**config.mk**
```make
export PLATFORM = sky130hd
export DESIGN_NAME = wb_arbiter
export DESIGN_NICKNAME = d
export VERILOG_FILES = /design/src/rtl/wb_arbiter.sv
export SDC_FILE = /design/constraint.sdc
export NUM_CORES = 1
export LEC_CHECK = 0
export BUFFER_PORTS_ARGS = -buffer_cell sky130_fd_sc_hd__buf_2
export CORE_ASPECT_RATIO = 1.25
export CORE_MARGIN = 4
export CORE_UTILIZATION = 43
export DETAILED_ROUTE_END_ITERATION = 12
export SLEW_MARGIN = 10
export SYNTH_ARGS = -nofsm -noshare
export SYNTH_HDL_FRONTEND = slang
export SYNTH_SLANG_ARGS = --single-unit
```
**constraint.sdc**
```tcl
create_clock -name clk -period 4.3 [get_ports clk]
set_clock_uncertainty 0.15 [all_clocks]
set_input_delay 0.215 -clock clk [delete_from_list [all_inputs] [get_ports clk]]
set_output_delay 0.215 -clock clk [all_outputs]
set_load 0.02 [all_outputs]
```
**src/rtl/wb_arbiter.sv**
```systemverilog
// Writeback arbiter: merges the ALU result stream with a queued load-result stream
// into one registered register-file write per cycle, with bounded load starvation.
module wb_arbiter #(
  parameter int DATA_W     = 32,
  parameter int ADDR_W     = 6,
  parameter int FIFO_DEPTH = 4,
  parameter int STARVE_MAX = 3
) (
  input  logic                          clk,
  input  logic                          rst_n,
  input  logic                          alu_valid,
  output logic                          alu_ready,
  input  logic [ADDR_W-1:0]             alu_addr,
  input  logic [DATA_W-1:0]             alu_data,
  input  logic                          ld_valid,
  output logic                          ld_ready,
  input  logic [ADDR_W-1:0]             ld_addr,
  input  logic [DATA_W-1:0]             ld_data,
  input  logic [ADDR_W-1:0]             q_addr,
  output logic                          q_hit,
  output logic [$clog2(FIFO_DEPTH):0]   ld_count,
  output logic [ADDR_W-1:0]             WA,
  output logic [DATA_W-1:0]             WD,
  output logic                          WE1
);
  localparam int PW = $clog2(FIFO_DEPTH);
  localparam int CW = PW + 1;
  localparam int SW = $clog2(STARVE_MAX + 1);

  logic [ADDR_W-1:0] mem_addr [FIFO_DEPTH];
  logic [DATA_W-1:0] mem_data [FIFO_DEPTH];
  logic [PW-1:0]     wr_ptr, rd_ptr;
  logic [CW-1:0]     count;
  logic [SW-1:0]     starve_cnt;
  logic              empty, full, starved, alu_grant, push, pop;
  logic [FIFO_DEPTH-1:0] hit_vec;

  assign empty     = (count == '0);
  assign full      = (count == CW'(FIFO_DEPTH));
  assign starved   = !empty && (starve_cnt == SW'(STARVE_MAX));
  assign alu_ready = !starved;
  assign alu_grant = alu_valid && !starved;
  // Pop looks only at the current head; an entry pushed this cycle is not yet visible.
  assign pop       = !alu_grant && !empty;
  assign ld_ready  = !full;
  assign push      = ld_valid && ld_ready;
  assign ld_count  = count;

  // An entry is live when its distance from the head is below the occupancy.
  for (genvar g = 0; g < FIFO_DEPTH; g++) begin : g_hit
    logic [PW-1:0] off;
    assign off        = PW'(g) - rd_ptr;
    assign hit_vec[g] = ({1'b0, off} < count) && (mem_addr[g] == q_addr);
  end
  assign q_hit = (|hit_vec) || (WE1 && (WA == q_addr));

  always_ff @(posedge clk) begin
    if (push) begin
      mem_addr[wr_ptr] <= ld_addr;
      mem_data[wr_ptr] <= ld_data;
    end
  end

  always_ff @(posedge clk) begin
    if (!rst_n) begin
      wr_ptr     <= '0;
      rd_ptr     <= '0;
      count      <= '0;
      starve_cnt <= '0;
      WE1        <= 1'b0;
      WA         <= '0;
      WD         <= '0;
    end else begin
      if (push) wr_ptr <= wr_ptr + 1'b1;
      if (pop)  rd_ptr <= rd_ptr + 1'b1;
      case ({push, pop})
        2'b10:   count <= count + 1'b1;
        2'b01:   count <= count - 1'b1;
        default: count <= count;
      endcase
      if (pop || empty)
        starve_cnt <= '0;
      else if (alu_grant && starve_cnt != SW'(STARVE_MAX))
        starve_cnt <= starve_cnt + 1'b1;
      WE1 <= alu_grant || pop;
      if (alu_grant) begin
        WA <= alu_addr;
        WD <= alu_data;
      end else if (pop) begin
        WA <= mem_addr[rd_ptr];
        WD <= mem_data[rd_ptr];
      end
    end
  end
endmodule

```
==> impl_results.md <==
* Status: completed
* Placed Cells incl. Taps at 881
* Largest net degree at the start of global routing at 55
* CTS max path bufs at 3
* H-tree Lvls at 1
* Die Area at 0.02161 mm^2
* Type of origin of the critical path: flop
* Syn Area/Cell at 15.10 um^2
* Post-CTS Setup Inserts at 0
* CP max FO at 25
* Post-synth EDFFs at 152
* Tmin final at 3.265 ns
* Clk sinks at 202
* Cts bufs inserted at 20
* DRT iter0 DRCs at 263
* Critical path's top delay family: simple AND/OR/NAND/NOR gates
* Seq cells post-synth at 202
* Leak at 3.843 nW
* # diodes at 0
* Post-route ant nets at 0
* Routed WL at 19690 um
* Cell mode on critical path: or3_1
* Via count at 5327
* Power per Cell Area at 552.7 mW/mm^2
* Worst endpoint required time at 4.56 ns
* 1st-pass router iterations at 4
* Die Width at 132.3 um
* PortBufs at 130
* Primary FF master, synth: edfxtp_1
* Number of global-route vias before repair at 5851
* Io pins at 131
* Setup violators final at 0
* Tcrit/Tclk final at 75.92%
* Post-synthesis cell area at 0.008303 mm^2
* Max_cap viols at 0
* Max Clk Rate at 306.3 MHz
* Netlist cell types at 34
* CP arrival at 3.52 ns
* CTS tree: built
* Final setup TNS at 0 ns
* Worst slack, placed at 1.040 ns
* Post-Route Utilization at 55.63%
* Worst vdd ir at 0.2898 mV
* Post-route cell area at 0.01049 mm^2
* Critical Path End Type: flop
* Min-delay worst type: input pin to flop
* P&R area growth vs syn at 26.28%
* DR WL/cell at 19.83 um
* Die height at 163.4 um
* Initial Util at 44.05%
* Cell Rows at 56
* Register clock-pin slew on the reported worst setup and hold paths at 0.06 ns
* Final Hold Viols at 0
* Unrepaired setup endpoints after global routing: false
* Slew Limit Headroom at 23.84%
* Mapped Nets at 647
* Clock Latency Late Sink at 0.49 ns
* Initial antenna violation count at 2
* Slew @ Worst Pin at 1.142 ns
* Fin nets at 844
* Worst path bufs/invs at 3
* Final hold slack at 0.05809 ns
* Clk root buf: clkbuf_16
* First-pass GRT wire length at 31510 um
* Yosys warnings at 0
* Critical Path Max Stage Delay at 0.51 ns
* Power, Total at 5.795 mW
* Total congestion overflow at 0
* Setup ws final at 1.035 ns
* Resize count post-CTS at 0
* Dpl cell area at 0.009120 mm^2
* RD Place Congestion at 0.7865
* Vias per Instance at 5.365
* DPL Wire Length at 12080 um
* Async set-reset flop share out of synthesis at 0%
* Share of cells above drive strength 1 at 27.73%
* Remaining DRCs at 0
* GRT Overall Usage at 18.56%
* CP cell instances: or3_1 -> and2_4 -> clkinv_4 -> and2_1 -> buf_4 -> nor2_2 -> ha_1 -> inv_1 -> fa_1 -> xor2_1 -> or3_1 -> a21boi_0
* Register area share after synthesis at 67.03%
* Reg2reg setup slack at 1.04 ns
* Pins Over Slew Limit at 0
* Cells after Synth at 550
* Core area at 0.01885 mm^2
* Crit-path slowest cell: dfxtp_1
* Crit path kind: flop to flop
* Final Non-Filler Cells at 993
[registers in the layout, summed over array words and instances, names as in the netlist, named ones only]
register and count:
wr_ptr 2, WD 32, WA 6, WE1 1
starve_cnt 2, mem_data 128, mem_addr 24, ld_count 3
rd_ptr 2
[tightest hold or removal path, delay by kind of cell]
family,cells,cell delay (ns)
buffers and inverters,1,0.12
and+or+nand+nor,2,0.24
AOI/OAI and AO/OA,1,0.06
[cell type report]
type	count	area, um^2
multi-input combinational	299	2506
inverter	10	42.54
fill	1541	8363
clock inverter	3	13.76
timing repair buffer	214	1471
clock buffer	33	590.6
tap	232	290.3
sequential	202	5570
[synthesized netlist by cell type, drive strengths merged, types with 8 or more instances]
master    n  share of area [%]
ha       10                1.5
a31oi    19                1.4
xnor2    13                1.4
nand2    48                2.2
inv       9               0.41
o21ai    36                2.2
mux4     38                 10
edfxtp  152                 55
xor2     23                2.4
dfxtp    50                 12
buf      13                1.2
nor2     19               0.89
a211oi   28                2.5
and2     24                1.8
nand3     8               0.48
clkbuf   26                1.2
[final timing paths]
| kind | start | end | cells past startpoint |
|---|---|---|---|
| max | ld_count[2]$_SDFFE_PN0P_ | ld_count[2]$_SDFFE_PN0P_ | 12 |
| min | ld_valid | wr_ptr[1]$_SDFFE_PN0P_ | 4 |
| max reg2reg | ld_count[2]$_SDFFE_PN0P_ | ld_count[2]$_SDFFE_PN0P_ | 12 |
| min reg2reg | starve_cnt[0]$_SDFFE_PP0P_ | starve_cnt[0]$_SDFFE_PP0P_ | 1 |
[metal layers]
layer	vias up	share of wire [%]	global-route usage [%]
met5	-	0.13	0
met4	4	2.1	5.482
met3	34	5.2	3.450
met2	152	52	34.52
met1	2643	40	21.93
li1	2494	-	-
[timing repair]
action	CTS	global route
hold endpoints to repair	190	0
hold buffers	76	0
endpoints found under the setup margin	0	0
[cell families (layout without fill, tap and decap cells)]
logic type	Yosys count	after routing	synth area share (%)
buffers and inverters	49	260	2.848
adder cells (fa/ha/maj)	11	11	1.748
multiplexers	38	38	10.31
AND/OR/NAND/NOR	116	116	6.751
AO/OA/AOI/OAI	98	98	7.519
flip-flops	202	202	67.03
XOR/XNOR	36	36	3.797
[cells in the final DEF, fill, tap and decap left out, types with 2 or more instances in the layout]
| cell type | synthesis | final |
|---|---|---|
| dlygate4sd3_1 | 0 | 76 |
| a21boi_0 | 2 | 2 |
| a31oi_1 | 19 | 19 |
| nand3_1 | 8 | 8 |
| and2_1 | 23 | 23 |
| inv_1 | 9 | 9 |
| clkbuf_16 | 0 | 21 |
| nand2_1 | 48 | 48 |
| nor4_1 | 4 | 4 |
| or3_1 | 2 | 2 |
| xnor2_1 | 13 | 13 |
| o2111ai_1 | 3 | 3 |
| and3_2 | 0 | 4 |
| edfxtp_1 | 152 | 152 |
| a211oi_1 | 28 | 28 |
| mux4_2 | 38 | 38 |
| clkbuf_8 | 0 | 2 |
| clkinv_2 | 0 | 2 |
| a32oi_1 | 5 | 5 |
| nor2_1 | 18 | 18 |
| buf_2 | 8 | 130 |
| o21ai_0 | 36 | 36 |
| buf_4 | 0 | 8 |
| dfxtp_1 | 50 | 48 |
| a21oi_1 | 4 | 4 |
| clkbuf_1 | 26 | 10 |
| nand2b_1 | 2 | 2 |
| ha_1 | 10 | 10 |
| xor2_1 | 23 | 23 |
[report_power, final]
part           total, mW  switching (mW)  internal [mW]
logic               1.51           0.807          0.699
clock network       1.63           0.693          0.936
registers           2.66           0.267           2.39
total               5.80            1.77           4.03
Power figures use the tool's default switching activity.
